===== config.mk =====
export PLATFORM = sky130hd
export DESIGN_NAME = axrm_error_monitor
export DESIGN_NICKNAME = d
export VERILOG_FILES = /design/src/rtl/axrm_pkg.sv /design/src/rtl/axrm_err_accum.sv /design/src/rtl/axrm_error_monitor.sv
export SDC_FILE = /design/constraint.sdc
export NUM_CORES = 1
export LEC_CHECK = 0
export BUFFER_PORTS_ARGS = -buffer_cell sky130_fd_sc_hd__buf_2
export CORE_MARGIN = 5
export CORE_UTILIZATION = 61
export CTS_CLUSTER_DIAMETER = 200
export CTS_CLUSTER_SIZE = 25
export DETAILED_ROUTE_END_ITERATION = 10
export PLACE_DENSITY_LB_ADDON = 0.3
export RECOVER_POWER = 100
export SYNTH_ARGS = -nofsm -noshare
export SYNTH_HDL_FRONTEND = slang
export SYNTH_HIERARCHICAL = 1
export SYNTH_SLANG_ARGS = --single-unit

===== constraint.sdc =====
create_clock -name clk -period 3.42 [get_ports clk]
set_input_delay 0.855 -clock clk [delete_from_list [all_inputs] [get_ports clk]]
set_output_delay 0.855 -clock clk [all_outputs]
set_load 0.1 [all_outputs]

===== src/rtl/axrm_pkg.sv =====
// Shared types and helpers for the approximate-multiplier error monitor.
package axrm_pkg;

   localparam int OP_W   = 8;
   localparam int PROD_W = 16;

   typedef enum logic [1:0] {
      IDLE  = 2'd0,
      RUN   = 2'd1,
      FLUSH = 2'd2,
      DONE  = 2'd3
   } state_e;

   // Unsigned magnitude of the difference between two products.
   function automatic logic [PROD_W-1:0] abs_diff16(input logic [PROD_W-1:0] x,
                                                    input logic [PROD_W-1:0] y);
      return (x >= y) ? (x - y) : (y - x);
   endfunction

endpackage


===== src/rtl/axrm_err_accum.sv =====
// Error-metric accumulators: sample/error counters, saturating ED sum and
// first-occurrence maximum ED with the operands that produced it.
module axrm_err_accum
   import axrm_pkg::*;
#(
   parameter int CNT_W = 16,
   parameter int SUM_W = 32
) (
   input  logic              clk,
   input  logic              rst_n,
   input  logic              clear_i,
   input  logic              valid_i,
   input  logic [PROD_W-1:0] ed_i,
   input  logic [OP_W-1:0]   a_i,
   input  logic [OP_W-1:0]   b_i,
   output logic [CNT_W-1:0]  sample_count_o,
   output logic [CNT_W-1:0]  err_count_o,
   output logic [SUM_W-1:0]  ed_sum_o,
   output logic [PROD_W-1:0] ed_max_o,
   output logic [OP_W-1:0]   ed_max_a_o,
   output logic [OP_W-1:0]   ed_max_b_o
);

   // One extra bit over the wider operand so the carry out of the add is visible.
   localparam int EXT_W = ((SUM_W > PROD_W) ? SUM_W : PROD_W) + 1;
   localparam logic [EXT_W-1:0] SUM_MAX = (EXT_W'(1) << SUM_W) - EXT_W'(1);

   logic [CNT_W-1:0]  sample_count_q, err_count_q;
   logic [SUM_W-1:0]  ed_sum_q, ed_sum_d;
   logic [PROD_W-1:0] ed_max_q;
   logic [OP_W-1:0]   ed_max_a_q, ed_max_b_q;
   logic [EXT_W-1:0]  sum_ext;

   // Saturating next value of the ED sum.
   always_comb begin
      // NOTE: every always_comb output gets a value on every path, otherwise a latch is inferred.
      sum_ext  = EXT_W'(ed_sum_q) + EXT_W'(ed_i);
      ed_sum_d = ed_sum_q;
      if (sum_ext > SUM_MAX) ed_sum_d = {SUM_W{1'b1}};
      else                   ed_sum_d = sum_ext[SUM_W-1:0];
   end

   // Retire one S2 sample per cycle; clear wins over a retiring sample.
   always_ff @(posedge clk or negedge rst_n) begin
      if (!rst_n) begin
         sample_count_q <= '0;
         err_count_q    <= '0;
         ed_sum_q       <= '0;
         ed_max_q       <= '0;
         ed_max_a_q     <= '0;
         ed_max_b_q     <= '0;
      end else if (clear_i) begin
         sample_count_q <= '0;
         err_count_q    <= '0;
         ed_sum_q       <= '0;
         ed_max_q       <= '0;
         ed_max_a_q     <= '0;
         ed_max_b_q     <= '0;
      end else if (valid_i) begin
         sample_count_q <= sample_count_q + CNT_W'(1);
         err_count_q    <= err_count_q + CNT_W'(ed_i != '0);
         ed_sum_q       <= ed_sum_d;
         // Strictly greater: ties keep the first sample, ED=0 never updates.
         if (ed_i > ed_max_q) begin
            ed_max_q   <= ed_i;
            ed_max_a_q <= a_i;
            ed_max_b_q <= b_i;
         end
      end
   end

   assign sample_count_o = sample_count_q;
   assign err_count_o    = err_count_q;
   assign ed_sum_o       = ed_sum_q;
   assign ed_max_o       = ed_max_q;
   assign ed_max_a_o     = ed_max_a_q;
   assign ed_max_b_o     = ed_max_b_q;

endmodule


===== src/rtl/axrm_error_monitor.sv =====
// Error monitor top: run-control FSM, accept counter, S1 exact-product
// register, S2 error-distance register, and the metric accumulators.
module axrm_error_monitor
   import axrm_pkg::*;
#(
   parameter int NUM_SAMPLES = 256,
   parameter int CNT_W       = 16,
   parameter int SUM_W       = 32
) (
   input  logic              clk,
   input  logic              rst_n,
   input  logic              start,
   input  logic              in_valid,
   output logic              in_ready,
   input  logic [OP_W-1:0]   in_a,
   input  logic [OP_W-1:0]   in_b,
   input  logic [PROD_W-1:0] in_approx,
   output logic              busy,
   output logic              done,
   output logic [CNT_W-1:0]  sample_count,
   output logic [CNT_W-1:0]  err_count,
   output logic [SUM_W-1:0]  ed_sum,
   output logic [PROD_W-1:0] ed_max,
   output logic [OP_W-1:0]   ed_max_a,
   output logic [OP_W-1:0]   ed_max_b
);

   if (NUM_SAMPLES < 1 || NUM_SAMPLES > (2 ** CNT_W) - 1) begin : g_bad_num_samples
      $error("axrm_error_monitor: NUM_SAMPLES out of range 1 .. 2^CNT_W-1");
   end

   localparam logic [CNT_W-1:0] LAST_IDX = CNT_W'(NUM_SAMPLES - 1);

   state_e            state_q;
   logic [CNT_W-1:0]  acc_cnt_q;
   logic              in_ready_q, busy_q, done_q;
   logic              accept, start_run;

   logic              s1_valid_q;
   logic [OP_W-1:0]   s1_a_q, s1_b_q;
   logic [PROD_W-1:0] s1_approx_q, s1_exact_q;

   logic              s2_valid_q;
   logic [PROD_W-1:0] s2_ed_q;
   logic [OP_W-1:0]   s2_a_q, s2_b_q;

   assign accept    = in_valid && in_ready_q;
   assign start_run = start && (state_q == IDLE || state_q == DONE);

   // Run control with registered in_ready/busy/done.
   always_ff @(posedge clk or negedge rst_n) begin
      // NOTE: state registers use non-blocking assignments so every flop samples pre-edge values.
      if (!rst_n) begin
         state_q    <= IDLE;
         acc_cnt_q  <= '0;
         in_ready_q <= 1'b0;
         busy_q     <= 1'b0;
         done_q     <= 1'b0;
      end else begin
         case (state_q)
            IDLE, DONE: begin
               if (start) begin
                  state_q    <= RUN;
                  acc_cnt_q  <= '0;
                  in_ready_q <= 1'b1;
                  busy_q     <= 1'b1;
                  done_q     <= 1'b0;
               end
            end
            RUN: begin
               if (accept) begin
                  acc_cnt_q <= acc_cnt_q + CNT_W'(1);
                  if (acc_cnt_q == LAST_IDX) begin
                     state_q    <= FLUSH;
                     in_ready_q <= 1'b0;
                  end
               end
            end
            FLUSH: begin
               // Once S1 is empty, S2's last sample retires on this same edge,
               // so the metrics are final when done rises.
               if (!s1_valid_q) begin
                  state_q <= DONE;
                  busy_q  <= 1'b0;
                  done_q  <= 1'b1;
               end
            end
            default: state_q <= IDLE;
         endcase
      end
   end

   // S1: capture operands, approximate product and the exact product.
   always_ff @(posedge clk or negedge rst_n) begin
      // NOTE: data registers are reset too; the pipeline is tiny and reset values keep outputs defined.
      if (!rst_n) begin
         s1_valid_q  <= 1'b0;
         s1_a_q      <= '0;
         s1_b_q      <= '0;
         s1_approx_q <= '0;
         s1_exact_q  <= '0;
      end else begin
         s1_valid_q <= accept && !start_run;
         if (accept) begin
            s1_a_q      <= in_a;
            s1_b_q      <= in_b;
            s1_approx_q <= in_approx;
            s1_exact_q  <= PROD_W'(in_a) * PROD_W'(in_b);
         end
      end
   end

   // S2: error distance between exact and approximate products.
   always_ff @(posedge clk or negedge rst_n) begin
      if (!rst_n) begin
         s2_valid_q <= 1'b0;
         s2_ed_q    <= '0;
         s2_a_q     <= '0;
         s2_b_q     <= '0;
      end else begin
         s2_valid_q <= s1_valid_q && !start_run;
         if (s1_valid_q) begin
            s2_ed_q <= abs_diff16(s1_exact_q, s1_approx_q);
            s2_a_q  <= s1_a_q;
            s2_b_q  <= s1_b_q;
         end
      end
   end

   axrm_err_accum #(
      .CNT_W (CNT_W),
      .SUM_W (SUM_W)
   ) u_accum (
      .clk            (clk),
      .rst_n          (rst_n),
      .clear_i        (start_run),
      .valid_i        (s2_valid_q),
      .ed_i           (s2_ed_q),
      .a_i            (s2_a_q),
      .b_i            (s2_b_q),
      .sample_count_o (sample_count),
      .err_count_o    (err_count),
      .ed_sum_o       (ed_sum),
      .ed_max_o       (ed_max),
      .ed_max_a_o     (ed_max_a),
      .ed_max_b_o     (ed_max_b)
   );

   assign in_ready = in_ready_q;
   assign busy     = busy_q;
   assign done     = done_q;

endmodule


==> results.cfg <==
[outcome]
run_status = complete, but fails checks
failed_checks = max-capacitance violations, max-slew violations, negative setup slack

[drt]
route.antenna.remaining_nets = 0
dr.first_iter.drc_count = 764
first_pass_iteration_count_of_the_detailed_router = 5
finalWirelength_um = 32200
routed_wire_length_per_instance_um = 17.4
drc_errors = 0
drt-vias-per-instance = 5.83
routed-via-count = 10800

[sta]
tightest_slew_ps = 2080
worst_slew_margin_rel_pct = -38.9
final-max-slew-violation-count = 181
rsz_0062_raised_after_global_routing = yes
finalWorstSetupSlack_ps = -716
fmaxAchievable_mhz = 242
ratio_of_final_minimum_period_to_clock_period_pct = 121
clock-skew-final_ps = 15.9
finalCriticalPeriod_ps = 4140
final_setup_violations = 10
finalHoldViolCount = 0
holdWs_ps = 504

[synthesis]
synth_warnings = 6
synthDominantCellAreaShare_pct = 37.1
netlist_top_cells_area = sky130_fd_sc_hd__dfrtp_1, sky130_fd_sc_hd__ha_1, sky130_fd_sc_hd__fa_1, sky130_fd_sc_hd__mux2_2, sky130_fd_sc_hd__nor2_1
synth_largest_area_cell = sky130_fd_sc_hd__dfrtp_1
share_of_synthesized_flip_flops_with_an_asynchronous_set_or_reset_pct = 100
mappedNetlistNets = 1566
yosys.cell_count.top_type = sky130_fd_sc_hd__dfrtp_1
synth_flop_cell = sky130_fd_sc_hd__dfrtp_1
syn-cell-area_um2 = 13400
post_synth_most_frequent_cells = sky130_fd_sc_hd__dfrtp_1, sky130_fd_sc_hd__nor2_1, sky130_fd_sc_hd__inv_1
synth-edff-count = 0
avgSynthCellArea_um2 = 9.68
postSynthCellCount = 1385
ffs_latches_synth = 199
synth.distinct_cells = 74
synth_seq_area_share_pct = 37.1

[placement]
detailed_place.area_um2 = 14900
gp_congestion = 0.916
post-dp-hpwl_um = 23600
dp_worst_setup_slack_ps = -1310
placement.io_buffers = 134
dpl.cell_count = 1815

[floorplanning]
floorplan.initialDensity_pct = 61.6
num_rows = 54
area_enclosed_by_the_die_boundary_um2 = 25000
die_height_um = 158
core_um2 = 21800
die_width_um = 158
boundaryPins = 135

[layout]
post_route_cells_drive_above_1_share_pct = 17.4
finish.cell_count_without_fillers = 1858
post-route-cell-area_um2 = 15600
design.final.nets = 1745
final_util_pct = 71.7
area_growth_syn_to_layout_pct = 16.3

[clocking]
clock-sinks = 199
clock_tree_from_tritoncts = done
ctsHoldBuffers = 0
clock_tree.htree_level_count = 4
numCtsBuffers = 17
worst_skew_pair_later_pin_latency_ps = 450
cts_buffer_depth = 2
clk_root_buffer_cell = sky130_fd_sc_hd__clkbuf_16
clock_transition_at_path_regs_ps = 90

[global_route]
antenna_violations_before_repair = 1
grt_max_degree = 97
gr-usage-all-layers_pct = 26.0
grt_pass1_wl_um = 52700
number_of_global_route_vias_before_repair = 10500
grt-ovfl-total = 0

[power]
p_leak_nw = 7.28
power_density_nw_per_um2 = 919
power.ir.vdd_worst_mv = 0.801

[setup_path]
critical_path_required_ps = 3780
crit_type = in -> reg
worst_ep_arrival_time_ps = 4490
crit_path_start_kind = input port
critical_path_peak_fanout = 3
critPathCaptureType = flop

[worst_hold_path]
hold_class = reg -> reg

[run]
drv.max_cap_violation_count = 2
-- worst paths after layout --
| check | startpoint | end | slack (ps) | depth (start not counted) |
|---|---|---|---|---|
| max in group asynchronous | rst_n | s1_approx_q[5] | 690 | 2 |
| worst max register to register | s1_approx_q[11] | s2_ed_q[4] | 10 | 10 |
| min in group asynchronous | rst_n | u_accum/ed_sum_o[25] | 970 | 1 |
| worst max-delay path | in_b[4] | s1_exact_q[13] | -720 | 15 |
| worst min-delay path | s1_b_q[0] | s2_b_q[0] | 500 | 1 |
| worst min register to register | s1_b_q[0] | s2_b_q[0] | 500 | 1 |
-- cell type report --
| type | count | area, µm² |
|---|---|---|
| multi-input cells | 1018 | 7950 |
| fillers | 1668 | 6160 |
| flip-flops and latches | 199 | 4980 |
| repair buffers | 211 | 1240 |
| inverters | 117 | 439 |
| clock buffers | 17 | 425 |
| well taps | 280 | 350 |
| clock inverters | 15 | 209 |
| diodes | 1 | 2.50 |
-- timing repair --
action | in CTS | in global routing
resized for setup | 52 | 8
buffers inserted | 7 | 3
setup endpoints to repair | 11 | 10
pin swaps | 31 | 20
-- through the flow --
stage          setup TNS (ps)  total power (W)
6_report                -5470           0.0143
5_1_grt                 -7400           0.0153
4_1_cts                 -5200           0.0144
3_5_place_dp           -11520           0.0121
3_3_place_gp           -10910           0.0119
2_1_floorplan           -5910           0.0102
-- per-layer routing --
layer,routed length [µm],vias to the layer above,global-route usage (%),part of all wire (%)
met2,15300,287,41.9,47
met4,424,0,6.13,1.3
li1,-,5157,-,-
met5,0,-,0,0
met3,1770,36,2.99,5.5
met1,14700,5356,38.0,46
-- report_power, final --
part	internal (W)	switching, W	leakage [nW]
Combinational	0.00301	0.00562	4.44
Sequential	0.00297	0.000620	2.53
Clock	0.00102	0.00110	0.304
Total	0.00699	0.00734	7.28
-- kinds of logic (layout without fill, tap and decap cells) --
family                     Yosys count  count (layout)  share of synthesized area (%)
muxes                              105             105                           8.36
DFF                                199             199                           37.1
AOI/OAI and AO/OA                  242             242                           12.0
and+or+nand+nor                    455             455                           16.7
other                                0               1                              0
buffers and inverters              168             360                           5.41
adders and majority gates          145             145                           15.7
xor gates and xnor gates            71              71                           4.64
-- cells in the final DEF, fill, tap and decap left out, drive strengths merged, types with 56 or more instances in the layout --
| master | instances |
|---|---|
| mux2 | 56 |
| and2 | 56 |
| dfrtp | 199 |
| inv | 125 |
| clkbuf | 128 |
| a21oi | 67 |
| nor2 | 145 |
| buf | 100 |
| nand2 | 96 |
| ha | 106 |
-- worst max-delay path, stage by stage --
cell and delay, ps:
sky130_fd_sc_hd__buf_6 100, sky130_fd_sc_hd__and2_4 160, sky130_fd_sc_hd__fa_1 580, sky130_fd_sc_hd__fa_1 440, sky130_fd_sc_hd__fa_1 490, sky130_fd_sc_hd__inv_1 50
sky130_fd_sc_hd__fa_1 490, sky130_fd_sc_hd__inv_2 50, sky130_fd_sc_hd__ha_4 210, sky130_fd_sc_hd__or2_4 220, sky130_fd_sc_hd__a21oi_2 120, sky130_fd_sc_hd__a21oi_2 60
sky130_fd_sc_hd__a221o_1 370, sky130_fd_sc_hd__buf_6 140, sky130_fd_sc_hd__o31ai_2 160
-- flip-flops by register name, indices dropped and copies added (netlist names), 16 cells and up --
signal                  flops
s1_exact_q                 16
acc_cnt_q                  16
u_accum/ed_sum_o           32
s2_ed_q                    16
u_accum/err_count_o        16
u_accum/ed_max_o           16
u_accum/sample_count_o     16
s1_approx_q                16
No activity file was read; power rests on OpenSTA's default activity.
